**src/rtl/riscv_pkg.sv**
```systemverilog
// Shared fetch-stage types and constants.
package riscv_pkg;

  localparam int unsigned WORD_SIZE   = 32;
  localparam int unsigned INSTR_BYTES = 4;

  typedef logic [WORD_SIZE-1:0] word_t;

  typedef struct packed {
    word_t pc;
    word_t instr;
  } fetch_entry_t;

endpackage

```
**src/rtl/riscv_fetch_if.sv**
```systemverilog
// Fetch-stage bus: instruction-memory read port plus the core-side handshake and redirect.
interface riscv_fetch_if #(
  parameter int unsigned WORD_SIZE = 32
);

  logic [WORD_SIZE-1:0] read_addr_o;
  logic [WORD_SIZE-1:0] read_data_i;
  logic                 redirect_i;
  logic [WORD_SIZE-1:0] redirect_pc_i;
  logic                 instr_valid_o;
  logic                 instr_ready_i;
  logic [WORD_SIZE-1:0] instr_o;
  logic [WORD_SIZE-1:0] instr_pc_o;
  logic                 misalign_o;

  modport master (
    output read_addr_o, instr_valid_o, instr_o, instr_pc_o, misalign_o,
    input  read_data_i, redirect_i, redirect_pc_i, instr_ready_i
  );

  modport slave (
    input  read_addr_o, instr_valid_o, instr_o, instr_pc_o, misalign_o,
    output read_data_i, redirect_i, redirect_pc_i, instr_ready_i
  );

endinterface

```
**src/rtl/riscv_fetch_sync_fifo.sv**
```systemverilog
// Synchronous FIFO parameterised on entry type; flush outranks push/pop, head reads 0 when empty.
module sync_fifo #(
  parameter type         T     = logic [63:0],
  parameter int unsigned DEPTH = 4,
  localparam int unsigned AW   = $clog2(DEPTH),
  localparam int unsigned CW   = AW + 1
) (
  input  logic          clk,
  input  logic          rst,
  input  logic          push,
  input  logic          pop,
  input  logic          flush,
  input  T              wdata,
  output T              rdata,
  output logic          full,
  output logic          empty,
  output logic [CW-1:0] count
);

  T           mem [DEPTH];
  logic [AW:0] wptr;
  logic [AW:0] rptr;

  logic do_push;
  logic do_pop;

  assign do_push = push && !full && !flush;
  assign do_pop  = pop && !empty && !flush;

  always_ff @(posedge clk) begin
    if (rst || flush) begin
      wptr <= '0;
      rptr <= '0;
    end else begin
      if (do_push) wptr <= wptr + 1'b1;
      if (do_pop)  rptr <= rptr + 1'b1;
    end
  end

  always_ff @(posedge clk) begin
    if (do_push && !rst) mem[wptr[AW-1:0]] <= wdata;
  end

  // Extra pointer bit distinguishes full from empty.
  assign count = wptr - rptr;
  assign empty = (count == '0);
  assign full  = (count == CW'(DEPTH));
  assign rdata = empty ? '0 : mem[rptr[AW-1:0]];

endmodule

```
**src/rtl/riscv_fetch.sv**
```systemverilog
// Instruction fetch: PC, one-deep inflight tracking, issue throttling and redirect flush.
// Optional redirect-misalignment pulse enabled by `define FETCH_MISALIGN_CHK_EN.
module riscv_fetch #(
  parameter int unsigned          WORD_SIZE  = 32,
  parameter logic [WORD_SIZE-1:0] RESET_PC   = '0,
  parameter int unsigned          FIFO_DEPTH = 4
) (
  input logic           clk_i,
  input logic           rst_i,
  riscv_fetch_if.master bus
);

  import riscv_pkg::*;

  localparam int unsigned CW = $clog2(FIFO_DEPTH) + 1;

  typedef struct packed {
    logic [WORD_SIZE-1:0] pc;
    logic [WORD_SIZE-1:0] instr;
  } entry_t;

  logic [WORD_SIZE-1:0] fpc;
  logic [WORD_SIZE-1:0] inflight_pc;
  logic                 inflight;
  logic                 issue;
  logic                 push;
  logic                 pop;
  logic                 full;
  logic                 empty;
  logic [CW-1:0]        count;
  logic [CW:0]          occupancy;
  entry_t               wentry;
  entry_t               rentry;

  // Outstanding request reserves a slot so a returning word always fits.
  always_comb occupancy = {1'b0, count} + {{CW{1'b0}}, inflight};
  assign issue = (occupancy < (CW+1)'(FIFO_DEPTH));

  assign push   = inflight && !full;
  assign pop    = bus.instr_valid_o && bus.instr_ready_i;
  assign wentry = '{pc: inflight_pc, instr: bus.read_data_i};

  sync_fifo #(
    .T     (entry_t),
    .DEPTH (FIFO_DEPTH)
  ) u_fifo (
    .clk   (clk_i),
    .rst   (rst_i),
    .push  (push),
    .pop   (pop),
    .flush (bus.redirect_i),
    .wdata (wentry),
    .rdata (rentry),
    .full  (full),
    .empty (empty),
    .count (count)
  );

  always_ff @(posedge clk_i) begin
    if (rst_i) begin
      fpc         <= RESET_PC;
      inflight    <= 1'b0;
      inflight_pc <= '0;
    end else if (bus.redirect_i) begin
      fpc      <= {bus.redirect_pc_i[WORD_SIZE-1:2], 2'b00};
      inflight <= 1'b0;
    end else begin
      inflight <= issue;
      if (issue) begin
        inflight_pc <= fpc;
        fpc         <= fpc + WORD_SIZE'(INSTR_BYTES);
      end
    end
  end

  assign bus.read_addr_o   = fpc;
  assign bus.instr_valid_o = !empty && !bus.redirect_i;
  assign bus.instr_o       = rentry.instr;
  assign bus.instr_pc_o    = rentry.pc;

`ifdef FETCH_MISALIGN_CHK_EN
  logic misalign;

  always_ff @(posedge clk_i) begin
    if (rst_i) misalign <= 1'b0;
    else       misalign <= bus.redirect_i && (bus.redirect_pc_i[1:0] != 2'b00);
  end

  assign bus.misalign_o = misalign;
`else
  assign bus.misalign_o = 1'b0;
`endif

endmodule

```
**src/flat_wrapper.sv**
```systemverilog
// flat-port wrapper written by rule: the top's interface ports become plain ports
module riscv_fetch_flat import riscv_pkg::*;
#(
  parameter int unsigned          WORD_SIZE  = 32,
  parameter logic [WORD_SIZE-1:0] RESET_PC   = '0,
  parameter int unsigned          FIFO_DEPTH = 4
)
  (clk_i, rst_i, bus_read_addr_o, bus_instr_valid_o, bus_instr_o, bus_instr_pc_o, bus_misalign_o, bus_read_data_i, bus_redirect_i, bus_redirect_pc_i, bus_instr_ready_i);
  riscv_fetch_if #(.WORD_SIZE(WORD_SIZE)) bus_i ();
  input logic clk_i;
  input logic rst_i;
  output wire logic [$bits(bus_i.read_addr_o)-1:0] bus_read_addr_o;
  output wire logic [$bits(bus_i.instr_valid_o)-1:0] bus_instr_valid_o;
  output wire logic [$bits(bus_i.instr_o)-1:0] bus_instr_o;
  output wire logic [$bits(bus_i.instr_pc_o)-1:0] bus_instr_pc_o;
  output wire logic [$bits(bus_i.misalign_o)-1:0] bus_misalign_o;
  input wire logic [$bits(bus_i.read_data_i)-1:0] bus_read_data_i;
  input wire logic [$bits(bus_i.redirect_i)-1:0] bus_redirect_i;
  input wire logic [$bits(bus_i.redirect_pc_i)-1:0] bus_redirect_pc_i;
  input wire logic [$bits(bus_i.instr_ready_i)-1:0] bus_instr_ready_i;
  assign bus_read_addr_o = bus_i.read_addr_o;
  assign bus_instr_valid_o = bus_i.instr_valid_o;
  assign bus_instr_o = bus_i.instr_o;
  assign bus_instr_pc_o = bus_i.instr_pc_o;
  assign bus_misalign_o = bus_i.misalign_o;
  assign bus_i.read_data_i = bus_read_data_i;
  assign bus_i.redirect_i = bus_redirect_i;
  assign bus_i.redirect_pc_i = bus_redirect_pc_i;
  assign bus_i.instr_ready_i = bus_instr_ready_i;
  riscv_fetch #(.WORD_SIZE(WORD_SIZE), .RESET_PC(RESET_PC), .FIFO_DEPTH(FIFO_DEPTH)) u_core (.clk_i(clk_i), .rst_i(rst_i), .bus(bus_i));
endmodule
```
**config.mk**
```make
export PLATFORM = sky130hd
export DESIGN_NAME = riscv_fetch_flat
export DESIGN_NICKNAME = d
export VERILOG_FILES = /design/src/rtl/riscv_pkg.sv /design/src/rtl/riscv_fetch_if.sv /design/src/rtl/riscv_fetch_sync_fifo.sv /design/src/rtl/riscv_fetch.sv /design/src/flat_wrapper.sv
export SDC_FILE = /design/constraint.sdc
export NUM_CORES = 1
export LEC_CHECK = 0
export BUFFER_PORTS_ARGS = -buffer_cell sky130_fd_sc_hd__clkbuf_2
export CAP_MARGIN = 20
export CORE_ASPECT_RATIO = 0.9
export CORE_MARGIN = 8
export CORE_UTILIZATION = 50
export DETAILED_ROUTE_END_ITERATION = 10
export PLACE_DENSITY = 0.8
export SLEW_MARGIN = 15
export SYNTH_ARGS = -nofsm -noshare
export SYNTH_HDL_FRONTEND = slang
export SYNTH_HIERARCHICAL = 1
export SYNTH_SLANG_ARGS = --single-unit
```
**constraint.sdc**
```tcl
create_clock -name clk_i -period 13.3 [get_ports clk_i]
set_input_delay 0 -clock clk_i [delete_from_list [all_inputs] [get_ports clk_i]]
set_output_delay 0 -clock clk_i [all_outputs]
set_load 0.1 [all_outputs]
```
==> results.py <==
metrics = {
    "run_status": {
        "status": "complete, no violations",
    },
    "power_and_ir_drop": {
        "p_leak_nw": 5.61,
        "p_per_area_nw_per_um2": 132,
        "ir_worst_vdd_v": 0.000101,
    },
    "setup_path": {
        "r2r_start": "u_core/u_fifo/wptr[0]$_SDFFE_PP0P_",
        "cp_max_fo": 64,
        "critPathMaxStageDelay_ns": 0.79,
        "cp.arrival_ns": 3.82,
        "cpLargestDelayFamily": "buffers and inverters",
        "crit_required_ns": 13.30,
        "crit_buf_inv": 4,
        "crit_path_start": "u_core/u_fifo/wptr[0]$_SDFFE_PP0P_",
        "cp_slowest_cell": "buf_4",
        "cp_cell_sequence": "inv_1, ha_1, fa_1, xnor3_1, inv_2, nor2_4, buf_4, nor2b_1, clkbuf_2",
        "critPathKind": "flip-flop to primary output",
        "r2r_slack_ns": 9.72,
        "start_kind": "flip-flop",
        "end_kind": "primary output",
    },
    "synth": {
        "synth_area_leaders": "edfxtp_1 (58%), mux4_2 (11%), dfxtp_1 (10%)",
        "synth.area.mux_share": 0.113,
        "ys_seq_area_frac": 0.681,
        "ys_types": 60,
        "synth_top_area_share": 0.577,
        "synth-edff-count": 256,
        "synth_seq_cells": 325,
        "yosys_warnings": 6,
        "netlist_area_um2": 13300,
        "synth_fa_ha_area_frac": 0.00808,
        "synth_area_leader_cell": "edfxtp_1",
        "async_flop_share": 0,
        "synth-simple-area-share": 0.119,
        "postSynthCellCount": 839,
        "synth_xor_area_frac": 0.00827,
        "synth-compound-area-share": 0.0478,
        "synth_top_family_by_area": "simple AND/OR/NAND/NOR gates",
        "avgSynthCellArea_um2": 15.9,
        "ys.flop_type": "edfxtp_1",
    },
    "finish": {
        "fin_area_um2": 16000,
        "drive_gt1_frac": 0.317,
        "final_nets": 1138,
        "fillCellCount": 1908,
        "stdcell_count": 1433,
        "fin_util": 0.613,
        "diodes": 0,
        "areaGrowthSynthToFinish_pct": 20.3,
    },
    "cts": {
        "htreeDepth": 1,
        "post_cts_resized": 0,
        "cts_tree": "done",
        "clock_sinks": 325,
        "cts_buffer_depth": 3,
        "numCtsBuffers": 31,
        "insertion_delay_ns": 0.55,
        "cts-root-buf": "clkbuf_16",
        "clk_pin_slew_ns": 0.06,
    },
    "min_path": {
        "min_path_type": "primary input to flip-flop",
        "hp-start": "rst_i",
    },
    "placement": {
        "place.gp.congestion": 0.851,
        "dp.cells": 1314,
        "placed_area_um2": 14400,
        "dpl.hpwl_mm": 17.2,
        "numPortBuffers": 160,
    },
    "route": {
        "first_pass_iters": 5,
        "vias_per_cell": 5.63,
        "route.vias.total": 8063,
        "wl_per_cell_um": 20.2,
        "drc": 0,
        "ant_nets": 0,
        "routed_wl_mm": 28.9,
        "drt_iter0_drc": 734,
    },
    "sta": {
        "fmax_ghz": 0.262,
        "rsz0062_at_grt": "false",
        "setup_viol": 0,
        "fin_worst_skew_ns": 0.0135,
        "timing.hold.ws_ns": 0.0849,
        "hold_viol_final": 0,
        "max-slew-margin-rel": 0.289,
        "slew_violations": 0,
        "fin_crit_ns": 3.82,
        "setup_tns_ns": 0,
        "worst_slew_pin_slew_ns": 1.07,
        "fin_crit_sh": 0.287,
    },
    "grt": {
        "grt_pass1_vias": 8363,
        "antenna_found_initial": 0,
        "grt_usage": 0.176,
        "grt_pass1_wl_mm": 45.4,
        "grt_max_degree": 75,
        "gr-total-overflow": 0,
    },
    "floorplan": {
        "die_w_um": 188,
        "core_area_um2": 26100,
        "rows": 56,
        "num_io_pins": 166,
        "chipHeight_um": 171,
        "dieArea_um2": 32100,
        "start_util": 0.510,
    },
    "run": {
        "cap_violations": 0,
    },
}
==> worst paths after layout <==
check / depth (start not counted) / to
min: 3 / u_core/inflight$_SDFF_PP0_
max reg2reg: 9 / u_core/u_fifo/mem[2][7]$_DFFE_PP_
max: 9 / bus_instr_pc_o[20]
min reg2reg: 2 / u_core/u_fifo/wptr[1]$_SDFFE_PP0P_
==> report_power, final <==
part	switching, mW	internal, mW
Sequential	0.0202	1.11
Clock	0.348	0.493
Combinational	0.111	0.0413
==> worst register-to-register path, stage by stage (launching register included) <==
cell and delay [ns]:
dfxtp_1 0.38, inv_1 0.11, ha_1 0.22, fa_1 0.41, xnor3_1 0.35, nor2_1 0.11
nor2b_1 0.19, nand2b_1 0.10, a211oi_1 0.36, and2_4 0.90
==> final cells by class <==
cell class	instances	area (µm²)	share of cell area
tap	348	435	0.0272
clock inverter	14	150	0.00937
timing repair buffer	229	1480	0.0922
multi-input combinational	463	4010	0.250
clock buffer	42	827	0.0516
inverter	12	45.0	0.00281
sequential	325	9080	0.567
==> synth_stat cells (6+ instances only) <==
| cell | instances |
|---|---|
| edfxtp_1 | 256 |
| nand2_1 | 87 |
| dfxtp_1 | 69 |
| mux4_2 | 64 |
| nor2b_2 | 50 |
| a21oi_1 | 37 |
| nor2_1 | 30 |
| clkbuf_1 | 26 |
| nor2b_1 | 16 |
| nand3_1 | 14 |
| a211oi_1 | 12 |
| a311oi_1 | 12 |
| nand4_1 | 12 |
| buf_2 | 10 |
| inv_1 | 10 |
| o21ai_0 | 10 |
| or4_1 | 9 |
| and4_1 | 7 |
| buf_6 | 7 |
| ha_1 | 7 |
| o31ai_1 | 7 |
| or3_1 | 7 |
| mux2i_1 | 6 |
| nor3_1 | 6 |
| xor2_1 | 6 |
==> cells in the final DEF (no fill, tap or decap), types with 9 or more instances in the layout <==
cell,instances
nor2b_1,16
clkbuf_1,10
nand3_1,14
dlygate4sd3_1,63
clkbuf_2,160
edfxtp_1,256
a211oi_1,12
dfxtp_1,67
nand2_1,87
a311oi_1,12
conb_1,11
a21oi_1,37
or4_1,9
nand4_1,12
o21ai_0,10
mux4_2,64
nor2_1,28
clkbuf_16,31
nor2b_2,50
inv_1,10
==> metrics by stage <==
step / total power [mW] / setup slack [ns]
floorplan: 1.25 / 6.68
global placement: 1.28 / 9.80
detailed placement: 1.28 / 9.77
CTS: 2.14 / 9.46
global route: 2.19 / 9.33
finish: 2.12 / 9.48
==> routing by layer <==
layer	routed length (µm)	track usage
met2	13500	0.290
met5	0	0
met1	12800	0.241
met4	369	0.0291
met3	2200	0.0413
==> what timing repair did <==
| item | in CTS | in global routing |
|---|---|---|
| buffers inserted | 0 | 0 |
| endpoints found under the hold margin | 161 | 0 |
| hold buffers | 63 | 0 |
==> sequential cells by signal, indices dropped and copies added (netlist names), named ones only <==
signal and cells:
u_core/u_fifo/mem 256, u_core/bus.read_addr_o 30, u_core/inflight_pc 30, u_core/u_fifo/rptr 3, u_core/u_fifo/wptr 3, u_core/inflight 1
==> cells by family after synthesis <==
| logic type | count (synthesis) |
|---|---|
| other | 1 |
| muxes | 70 |
| adders and majority gates | 8 |
| AOI/OAI and AO/OA | 93 |
| buffers and inverters | 61 |
| xor gates and xnor gates | 11 |
| DFF | 325 |
| and+or+nand+nor | 270 |
No activity file was read; power rests on OpenSTA's default activity.
